### src/rtl/i2c_arbiter.sv
// i2c_arbiter: round-robin share of one mod_I2C master between N_REQ
// requesters; builds command/dataIn words, supervises start/ready, times out.
//
// Ports:
//   clk, rst                 clock, synchronous active-high reset
//   req, req_rnw, req_speed  per-requester request level, read flag, speed
//   req_addr, req_wdata      packed 7-bit addresses / 8-bit write bytes
//   gnt, done, err           one-hot grant, one-cycle done, error pulse
//   rdata, busy              last read byte, not-idle flag
//   command, dataIn          words to the master
//   dataOut                  master status: [7:0] read byte, [8] ready
module i2c_arbiter #(
  parameter int N_REQ      = 4,
  parameter int TIMEOUT    = 65535,
  parameter int ACCEPT_CYC = 4
) (
  input  logic               clk,
  input  logic               rst,
  input  logic [N_REQ-1:0]   req,
  input  logic [N_REQ-1:0]   req_rnw,
  input  logic [7*N_REQ-1:0] req_addr,
  input  logic [8*N_REQ-1:0] req_wdata,
  input  logic [N_REQ-1:0]   req_speed,
  output logic [N_REQ-1:0]   gnt,
  output logic [N_REQ-1:0]   done,
  output logic               err,
  output logic [7:0]         rdata,
  output logic               busy,
  output logic [31:0]        command,
  output logic [31:0]        dataIn,
  input  logic [31:0]        dataOut
);

  localparam int IW = (N_REQ > 1) ? $clog2(N_REQ) : 1;

  typedef enum logic [2:0] {
    S_IDLE,
    S_LOAD,
    S_START,
    S_WACC,
    S_WDONE,
    S_COMPL,
    S_ABORT
  } state_t;

  state_t          state_q, state_d;
  logic [15:0]     cnt_q, cnt_d;
  logic [IW-1:0]   cur_q, last_q;
  logic            rnw_q, speed_q;
  logic [6:0]      addr_q;
  logic [7:0]      wdata_q;
  logic [7:0]      rdata_q;

  logic            rdy;
  logic            act;
  logic            fin;
  logic            win_vld;
  logic [IW-1:0]   win_idx;
  logic [IW-1:0]   idx;
  logic            w_rnw, w_speed;
  logic [6:0]      w_addr;
  logic [7:0]      w_wdata;
  logic [N_REQ-1:0] cur_oh;
  logic            unused_dout;

  assign rdy         = dataOut[8];
  assign unused_dout = ^dataOut[31:9];

  // Scan from last+k, k = N_REQ down to 1, so the smallest k that has a
  // request is written last and wins.
  always_comb begin
    win_vld = 1'b0;
    win_idx = '0;
    idx     = '0;
    for (int k = N_REQ; k >= 1; k--) begin
      idx = IW'((int'(last_q) + k) % N_REQ);
      if (req[idx]) begin
        win_vld = 1'b1;
        win_idx = idx;
      end
    end
  end

  always_comb begin
    w_rnw   = 1'b0;
    w_speed = 1'b0;
    w_addr  = '0;
    w_wdata = '0;
    for (int i = 0; i < N_REQ; i++) begin
      if (win_idx == IW'(i)) begin
        w_rnw   = req_rnw[i];
        w_speed = req_speed[i];
        w_addr  = req_addr[i*7 +: 7];
        w_wdata = req_wdata[i*8 +: 8];
      end
    end
  end

  // Ready wins over the counter limit on the same cycle.
  always_comb begin
    state_d = state_q;
    cnt_d   = cnt_q;
    unique case (state_q)
      S_IDLE:  if (win_vld) state_d = S_LOAD;
      S_LOAD:  state_d = S_START;
      S_START: begin
        state_d = S_WACC;
        cnt_d   = '0;
      end
      S_WACC: begin
        if (!rdy) begin
          state_d = S_WDONE;
          cnt_d   = '0;
        end else if (cnt_q == 16'(ACCEPT_CYC - 1)) begin
          state_d = S_ABORT;
        end else begin
          cnt_d = cnt_q + 16'd1;
        end
      end
      S_WDONE: begin
        if (rdy) begin
          state_d = S_COMPL;
        end else if (cnt_q == 16'(TIMEOUT - 1)) begin
          state_d = S_ABORT;
        end else begin
          cnt_d = cnt_q + 16'd1;
        end
      end
      S_COMPL: state_d = S_IDLE;
      S_ABORT: state_d = S_IDLE;
      default: state_d = S_IDLE;
    endcase
  end

  always_ff @(posedge clk) begin
    if (rst) begin
      state_q <= S_IDLE;
      cnt_q   <= '0;
      cur_q   <= '0;
      last_q  <= IW'(N_REQ - 1);
      rnw_q   <= 1'b0;
      speed_q <= 1'b0;
      addr_q  <= '0;
      wdata_q <= '0;
      rdata_q <= '0;
    end else begin
      state_q <= state_d;
      cnt_q   <= cnt_d;
      if (state_q == S_IDLE && win_vld) begin
        cur_q   <= win_idx;
        rnw_q   <= w_rnw;
        speed_q <= w_speed;
        addr_q  <= w_addr;
        wdata_q <= w_wdata;
      end
      if (state_q == S_WDONE && rdy && rnw_q) begin
        rdata_q <= dataOut[7:0];
      end
      if (fin) begin
        last_q <= cur_q;
      end
    end
  end

  assign act    = (state_q != S_IDLE);
  assign fin    = (state_q == S_COMPL) || (state_q == S_ABORT);
  assign cur_oh = {{(N_REQ-1){1'b0}}, 1'b1} << cur_q;

  assign busy    = act;
  assign gnt     = act ? cur_oh : '0;
  assign done    = fin ? cur_oh : '0;
  assign err     = (state_q == S_ABORT);
  assign rdata   = rdata_q;
  assign command = {29'b0, act & speed_q,
                    state_q == S_ABORT, state_q == S_START};
  assign dataIn  = act ? {16'b0, wdata_q, addr_q, rnw_q} : 32'b0;

endmodule
### config.mk
export PLATFORM = sky130hd
export DESIGN_NAME = i2c_arbiter
export DESIGN_NICKNAME = d
export VERILOG_FILES = /design/src/rtl/i2c_arbiter.sv
export SDC_FILE = /design/constraint.sdc
export NUM_CORES = 1
export LEC_CHECK = 0
export CAP_MARGIN = 20
export CORE_MARGIN = 8
export CORE_UTILIZATION = 36
export CTS_BUF_LIST = sky130_fd_sc_hd__clkbuf_8
export CTS_CLUSTER_DIAMETER = 60
export CTS_CLUSTER_SIZE = 25
export DETAILED_ROUTE_END_ITERATION = 8
export GPL_TIMING_DRIVEN = 0
export PLACE_DENSITY = 0.8
export SKIP_LAST_GASP = 1
export SYNTH_ARGS = -nofsm -noshare
export SYNTH_HDL_FRONTEND = slang
export SYNTH_SLANG_ARGS = --single-unit
### constraint.sdc
create_clock -name clk -period 1.75 [get_ports clk]
set_input_delay 0.35 -clock clk [delete_from_list [all_inputs] [get_ports clk]]
set_output_delay 0.35 -clock clk [all_outputs]
set_load 0.02 [all_outputs]
==> results.tsv, run 1 <==
metric	value	unit
status	finished with violations	
violations	setup timing	
min_from	addr_q[1]$_SDFFE_PP0P_	
cts-root-buf	clkbuf_8	
drv_slew	0	
worst-setup-path-type	register to register	
tightest_slew	0.635	ns
syn_avg_cell_area	8.92	um2
clk_pin_slew	0.10	ns
drv_cap	0	
place_ws	-0.741	ns
wl_per_cell	16.9	um
clockBufferDepth	2	
setup_violations	31	
hold_viol_final	0	
ir_worst_vdd	0.454	mV
vias	3246	
synth.distinct_cells	50	
synth_flop_cell	dfxtp_1	
rows	34	
port_buffers	118	
r2r-start	state_q[0]$_SDFFE_PP0P_	
gp_congestion	0.867	
hp-class	register to register	
area_growth	69.7	%
viasPerCell	4.83	
diodes	0	
synth_cells	360	
endpoint_kind	register	
layout_commonest_cell	clkdlybuf4s50_1	
grtUsageTotal	16.7	%
p_sw	1.05	mW
critPathLaunchType	register	
synth_area	3210	um2
setup_tns	-2.48	ns
dr.first_iter.drc_count	151	
p_int	2.29	mW
mostFrequentLayoutCells	clkdlybuf4s50_1, buf_4, mux2i_1	
final_util	62.8	%
pin_count	188	
yosysSeqAreaShare	29.9	%
slew_headroom	57.7	%
clock_sinks	48	
crit_start	state_q[0]$_SDFFE_PP0P_	
max_freq	0.526	GHz
clk-insertion-delay-late	0.31	ns
wl	11400	um
multi_input_area	2160	um2
final_layout_size_suffix_gt1_share	33.9	%
ys_warn_count	0	
post-dp-hpwl	7920	um
cts_tree	built	
gr-total-overflow	0	
fin_skew	0.0115	ns
grt_pass1_vias	3276	
antenna_found_initial	0	
coreArea	8680	um2
powerDensity	613	nW/um2
initial_utilization	37.0	%
firstDrtPassIters	4	
synth_edf_count	0	
fillers	714	
rsz0062_at_grt	true	
period_needed	1.90	ns
drc	0	
die_w	110	um
h-tree-depth	2	
power_frac_seq	37.0	%
cp_data_required_time	1.99	ns
cp.arrival	2.14	ns
p_comb_share	38.6	%
seqCellArea	985	um2
cp_max_fo	8	
grt_pass1_wl	17200	um
grt_max_degree	16	
die_h	110	um
dieArea	12200	um2
numCtsBuffers	5	
p_clk_share	24.4	%
drtAntennaViolNets	0	
leakagePower	2.42	nW
swShare	31.3	%
synth-seq-cells	48	
timing.final.crit_share	109	%
async_reset_ff_share	0	%
setup_slack	-0.153	ns
fin_nets	671	
-- repair_timing --
item | CTS | global route
pin swaps | 26 | 24
gates resized for setup | 207 | 71
hold buffers | 0 | 0
setup buffers | 17 | 16
setup endpoints to repair | 72 | 64
gates cloned | 5 | 0
-- layout make-up --
cell class | count | area share, %
buffer | 63 | 9.76
clock inverter | 3 | 0.781
multi-input combinational | 285 | 39.7
sequential | 48 | 18.1
tap | 108 | 2.48
clock buffer | 5 | 1.26
inverter | 6 | 0.413
timing repair buffer | 154 | 27.6
-- kinds of logic (layout without fill, tap and decap cells) --
group,count (synthesis),count (layout),synth area share (%)
buffers and inverters,71,231,15.2
other,1,45,0.117
xor gates and xnor gates,9,9,2.45
adders and majority gates,2,2,0.779
DFF,48,48,29.9
AOI/OAI and AO/OA,55,55,13.1
muxes,61,61,19.0
and+or+nand+nor,113,113,19.4
-- per-stage QoR --
step           area [um2]  total power [mW]  hold WS (ns)  instances
2_1_floorplan        3380              1.85         0.434        404
3_3_place_gp         4700              2.24         0.451        630
3_5_place_dp         4700              2.26         0.457        630
4_1_cts              5220              3.23         0.483        660
5_1_grt              5450              3.49         0.498        672
6_report             5450              3.34         0.480        672
-- worst max-delay path, cell delays in order (launching register included) --
cell and delay (ns):
dfxtp_4 0.38, buf_6 0.13, nor4b_4 0.25, buf_4 0.18
o2111ai_4 0.17, a21o_4 0.25, or3_1 0.32, a21oi_1 0.14
-- cell usage after synthesis, drive strengths merged (2+ instances only) --
| master | number | area share (%) |
|---|---|---|
| nor3b | 3 | 0.70 |
| a21oi | 7 | 1.1 |
| nor4b | 2 | 1.0 |
| o211ai | 2 | 0.47 |
| nand3 | 4 | 0.62 |
| o21a | 3 | 0.70 |
| nand2 | 12 | 1.4 |
| mux2i | 61 | 19 |
| nor2b | 2 | 0.39 |
| nor4 | 3 | 0.78 |
| a31oi | 2 | 0.39 |
| nor2 | 35 | 4.2 |
| a22o | 17 | 4.6 |
| inv | 6 | 0.70 |
| and2 | 18 | 3.5 |
| dfxtp | 48 | 30 |
| and3 | 2 | 0.39 |
| a21boi | 2 | 0.47 |
| buf | 59 | 14 |
| clkbuf | 6 | 0.70 |
| xnor2 | 8 | 2.2 |
| nand4 | 4 | 0.78 |
| or3 | 4 | 0.78 |
| a21o | 2 | 0.47 |
| o2111ai | 2 | 0.74 |
| a211oi | 6 | 1.4 |
| nor3 | 12 | 2.2 |
| o21ai | 6 | 0.93 |
| a211o | 2 | 0.55 |
| nand2b | 8 | 1.6 |
| ha | 2 | 0.78 |
-- power groups by stage --
stage / Combinational [mW] / Sequential [mW] / Clock (mW)
global placement: 1.01 / 1.23 / 0
finish: 1.29 / 1.23 / 0.815
detailed placement: 1.02 / 1.23 / 0
floorplan: 0.633 / 1.22 / 0
CTS: 1.20 / 1.21 / 0.822
global route: 1.37 / 1.24 / 0.870
-- metal layers --
layer	up-vias	track usage [%]	wire length [um]
met5	-	0	0
met4	0	4.50	233
met3	20	4.44	634
met2	112	31.0	6060
met1	1524	18.1	4460
li1	1590	-	-
-- worst paths after layout --
path	endpoint	cells past startpoint	slack [ns]
setup / recovery	cnt_q[5]$_SDFFE_PP0P_	7	-0.15
hold / removal	addr_q[1]$_SDFFE_PP0P_	1	0.48
setup reg to reg	cnt_q[5]$_SDFFE_PP0P_	7	-0.15
hold reg to reg	addr_q[1]$_SDFFE_PP0P_	1	0.48
-- flip-flops by register name, indices dropped and copies added (netlist names) --
signal	count
rdata	8
addr_q	7
cnt_q	16
last_q	2
cur_q	2
rnw_q	1
state_q	3
wdata_q	8
speed_q	1
(Power assumes the default switching activity.)
==> inputs of run 2 (changes only) <==
- REMOVE_ABC_BUFFERS: default -> 1
==> run 2 against run 1 <==
The run still ends with setup timing left; routed wire length fell by 8.6%; clock-buffer cell count did not move; clock skew fell by 0.0072 ns; final area fell by 5.6%; via count fell by 4.8%; critical path depth fell by 1; fmax fell by 1.4%; clock power fell by 3.6%; global-route usage fell by 1.2 points; largest cell class unchanged; highest routed layer unchanged.
==> results.tsv, run 2 (synthesis gave the netlist of run 1 again) <==
metric	value	unit
clock_sinks	48	
power_frac_seq	37.9	%
wl_per_cell	16.7	um
post-dp-hpwl	7220	um
rr_worst_depth	8	
top_register	cnt_q	
worst-setup-path-type	register to output port	
mostFrequentLayoutCells	clkdlybuf4s50_1, mux2i_1, conb_1	
initial_utilization	37.0	%
p_sw	1.01	mW
numCtsBuffers	5	
dieArea	12200	um2
vias	3091	
setup_violations	43	
cts-root-buf	clkbuf_8	
ir_worst_vdd	0.378	mV
die_h	110	um
hp-class	register to register	
drv_cap	0	
swShare	31.2	%
rsz0062_at_grt	true	
fillers	720	
grt_pass1_vias	3248	
cp_max_fo	4	
final_area	5140	um2
cp_data_required_time	1.40	ns
area_growth	60.2	%
r2r_slack	-0.11	ns
use_met2	29.9	%
layout_commonest_cell	clkdlybuf4s50_1	
clockBufferDepth	2	
grtUsageMet3	4.38	%
antenna_found_initial	0	
h-tree-depth	2	
grt_pass1_wl	16000	um
p_total	3.23	mW
clk-insertion-delay-late	0.30	ns
cts_tree	built	
fin_skew	0.00429	ns
violations	setup timing	
top_usage_layer	met2	
drc	0	
gp_congestion	0.757	
drv_slew	0	
endpoint_kind	output port	
p_comb_share	37.7	%
place_ws	-1.13	ns
pin_count	188	
tightest_slew	0.723	ns
drtAntennaViolNets	0	
hold_viol_final	0	
endpoint	dataIn[3]	
use_met1	15.6	%
firstDrtPassIters	4	
place_area	4320	um2
fin_nets	621	
cp.arrival	1.58	ns
p_clk_share	24.3	%
status	finished with violations	
rows	34	
viasPerCell	4.97	
r2r-end	addr_q[2]$_SDFFE_PP0P_	
port_buffers	119	
p_int	2.22	mW
largest_reg_flops	16	
grt_max_degree	20	
wl	10400	um
gr-total-overflow	0	
leakagePower	2.16	nW
crit_start	state_q[2]$_SDFFE_PP0P_	
r2r-start	state_q[2]$_SDFFE_PP0P_	
final_layout_size_suffix_gt1_share	30.2	%
powerDensity	628	nW/um2
diodes	0	
setup_slack	-0.180	ns
slew_headroom	51.4	%
grtUsageTotal	15.5	%
critPathLaunchType	register	
max_freq	0.518	GHz
clk_pin_slew	0.09	ns
timing.final.crit_share	110	%
dr.first_iter.drc_count	131	
cts_hold_buf	0	
period_needed	1.93	ns
die_w	110	um
coreArea	8680	um2
[run 2: cell types whose count changed in the layout (fill, tap and decap cells not counted), sizes merged]
| cell | delta |
|---|---|
| inv | -1 |
| dlygate4sd2 | +1 |
| clkbuf | -5 |
| buf | -49 |
| clkinvlp | +3 |
| nor2 | +1 |
[run 2: worst min path at each step]
stage	start	to	slack, ns	cells past startpoint
floorplan	rst	cur_q[1]$_SDFFE_PP0P_	0.42	1
global placement	addr_q[5]$_SDFFE_PP0P_	addr_q[5]$_SDFFE_PP0P_	0.45	1
global route	wdata_q[1]$_SDFFE_PP0P_	wdata_q[1]$_SDFFE_PP0P_	0.51	1
CTS	wdata_q[7]$_SDFFE_PP0P_	wdata_q[7]$_SDFFE_PP0P_	0.49	1
detailed placement	wdata_q[1]$_SDFFE_PP0P_	wdata_q[1]$_SDFFE_PP0P_	0.46	1
finish	wdata_q[1]$_SDFFE_PP0P_	wdata_q[1]$_SDFFE_PP0P_	0.49	1
[run 2: what timing repair did]
action,in CTS,in global routing
pin swaps,48,34
setup endpoints to repair,69,64
cloned,3,1
gates resized for setup,220,56
setup buffers,31,10
[run 2: final cells by class]
cell class | count | area [um2] | area share (%)
clock buffer | 5 | 68.8 | 1.34
multi-input combinational | 286 | 2240 | 43.5
sequential | 48 | 986 | 19.2
inverter | 6 | 26.3 | 0.511
tap | 108 | 135 | 2.63
timing repair buffer | 164 | 1630 | 31.7
clock inverter | 3 | 42.5 | 0.827
timing repair inverter | 2 | 15.0 | 0.292
[run 2: critical path: stages (launching register included)]
cell        delay [ns]
dfxtp_4           0.37
nor3_4            0.20
buf_6             0.16
clkinvlp_4        0.13
buf_4             0.16
and2_4            0.13
buf_6             0.12
[run 2: per-stage QoR]
stage / setup TNS, ns / cells / hold slack [ns] / util, %
global route: -8.50 / 622 / 0.505 / 59.3
CTS: -4.06 / 611 / 0.491 / 56.3
floorplan: -67.86 / 339 / 0.419 / -
detailed placement: -39.64 / 570 / 0.460 / 49.8
finish: -4.60 / 622 / 0.492 / 59.3
global placement: -118.40 / 566 / 0.450 / 48.8
[run 2: routing by layer]
metal	up-vias	routed length (um)
met4	0	125
met2	122	5710
met5	-	0
met1	1473	3930
met3	10	642
li1	1486	-
[run 2: power by group through the flow]
stage	Clock (mW)	Combinational (mW)	Sequential [mW]
after floorplan	0	0.518	1.23
after global placement	0	0.890	1.25
after global routing	0.855	1.30	1.23
final	0.786	1.22	1.23
after detailed placement	0	0.908	1.25
after CTS	0.816	1.14	1.22
==> inputs of run 3 (changes only) <==
==> constraint.sdc (replaced) <==
create_clock -name clk -period 1.75 [get_ports clk]
set_input_delay 0.175 -clock clk [delete_from_list [all_inputs] [get_ports clk]]
set_output_delay 0.175 -clock clk [all_outputs]
set_load 0.02 [all_outputs]
==> run 3 against run 2 <==
The run still ends with setup timing left; critical path depth is 2 higher; register-to-register slack improved by 0.02 ns; critical path type is now register to register; sequential power hardly changed; hold slack got worse by 0.093 ns; power fell by 0.30%; largest cell class unchanged.
==> results.tsv, run 3 (synthesis gave the netlist of run 1 again) <==
metric	value	unit
multi_input_area	2190	um2
fin_skew	0.00697	ns
die_w	110	um
clockBufferDepth	2	
top_register	cnt_q	
die_h	110	um
timing.final.crit_share	105	%
clock_sinks	48	
whs	0.398	ns
seqCellArea	986	um2
clk_pin_slew	0.09	ns
dieArea	12200	um2
final_layout_size_suffix_gt1_share	25.9	%
worst-setup-path-type	register to register	
setup_violations	12	
violations	setup timing	
use_met2	28.9	%
max_stage_delay	0.38	ns
cts_hold_buf	0	
numCtsBuffers	5	
fillers	735	
cts-root-buf	clkbuf_8	
period_needed	1.84	ns
largest_reg_flops	16	
diodes	0	
layout_commonest_cell	clkdlybuf4s50_1	
crit_buf_inv	3	
cp_slowest_cell	dfxtp_4	
drv_slew	0	
viasPerCell	4.97	
gr-total-overflow	0	
vias	3067	
port_buffers	119	
wl	10200	um
drc	0	
antenna_found_initial	0	
endpoint_kind	register	
cp_max_fo	6	
cts_tree	built	
rsz0062_at_grt	true	
drtAntennaViolNets	0	
hp-class	input port to register	
cp_common_cell	buf_4	
setup_slack	-0.0917	ns
grtUsageMet3	4.00	%
area_growth	57.5	%
setup_tns	-0.372	ns
ir_worst_vdd	0.380	mV
drv_cap	0	
top_usage_layer	met2	
grt_pass1_vias	3199	
tightest_slew	1.02	ns
mostFrequentLayoutCells	clkdlybuf4s50_1, mux2i_1, conb_1	
place_area	4320	um2
cp_data_required_time	1.92	ns
gp_congestion	0.757	
pin_count	188	
worstPathCellList	buf_6 > nor4b_4 > buf_4 > o211ai_1 > buf_4 > and4bb_2 > xnor2_1 > nor2_1	
coreArea	8680	um2
final_area	5060	um2
status	finished with violations	
post-dp-hpwl	7220	um
fin_nets	616	
critPathLaunchType	register	
slew_headroom	32.3	%
use_met1	15.8	%
dr.first_iter.drc_count	115	
grt_pass1_wl	15700	um
initial_utilization	37.0	%
powerDensity	636	nW/um2
grt_max_degree	20	
wl_per_cell	16.5	um
final_util	58.3	%
grtUsageTotal	15.1	%
crit_family	simple AND/OR/NAND/NOR gates	
firstDrtPassIters	5	
h-tree-depth	2	
cp.arrival	2.01	ns
clk-insertion-delay-late	0.30	ns
hold_viol_final	0	
max_freq	0.543	GHz
rows	34	
leakagePower	2.14	nW
==> run 3: cell types whose count changed in the layout (fill, tap and decap cells not counted), sizes merged <==
cell	before	now
buf	75	57
clkdlybuf4s50	84	85
dlygate4sd2	3	9
clkinvlp	4	3
dlymetal6s2s	0	1
nor2	36	37
clkbuf	6	10
clkdlybuf4s15	1	2
==> run 3: what timing repair did <==
action	in CTS	in global routing
pin swaps	22	35
buffers inserted	24	11
resized for setup	133	80
cloned	2	3
endpoints found under the setup margin	66	65
==> run 3: area by class of cell <==
class                   count  share of cell area [%]
multi-input cells         287                    43.3
repair buffers            159                    31.7
flip-flops and latches     48                    19.5
inverters                   6                   0.519
clock inverters             3                   0.841
repair inverters            1                   0.148
well taps                 108                    2.67
clock buffers               5                    1.36
==> run 3: tightest hold or removal path, stage by stage <==
cell      delay (ns)
clkbuf_2        0.17
nor4_4          0.10
o21ai_0         0.15
a21oi_1         0.06
==> run 3: final timing paths <==
check             slack (ns)                endpoint  cells after the start                     from
setup / recovery       -0.09  cnt_q[14]$_SDFFE_PP0P_                      8  state_q[1]$_SDFFE_PP0P_
hold reg to reg         0.49  addr_q[6]$_SDFFE_PP0P_                      1   addr_q[6]$_SDFFE_PP0P_
hold / removal          0.40   cur_q[1]$_SDFFE_PP0P_                      4                   req[1]
setup reg to reg       -0.09  cnt_q[14]$_SDFFE_PP0P_                      8  state_q[1]$_SDFFE_PP0P_
==> run 3: metal layers <==
metal	routed length (um)	vias up
met3	598	6
met5	0	-
li1	-	1477
met4	80	0
met2	5560	105
met1	3950	1479
==> run 3: metrics by stage <==
| step | setup slack, ns | instances | power [mW] |
|---|---|---|---|
| floorplan | -3.66 | 339 | 1.75 |
| global placement | -5.15 | 566 | 2.14 |
| detailed placement | -0.956 | 570 | 2.16 |
| CTS | -0.151 | 603 | 3.06 |
| global route | -0.191 | 617 | 3.38 |
| finish | -0.0917 | 617 | 3.22 |
==> run 3: report_power, final <==
group          internal (mW)  switching, mW
sequential              1.16         0.0623
combinational          0.632          0.571
clock                  0.423          0.370
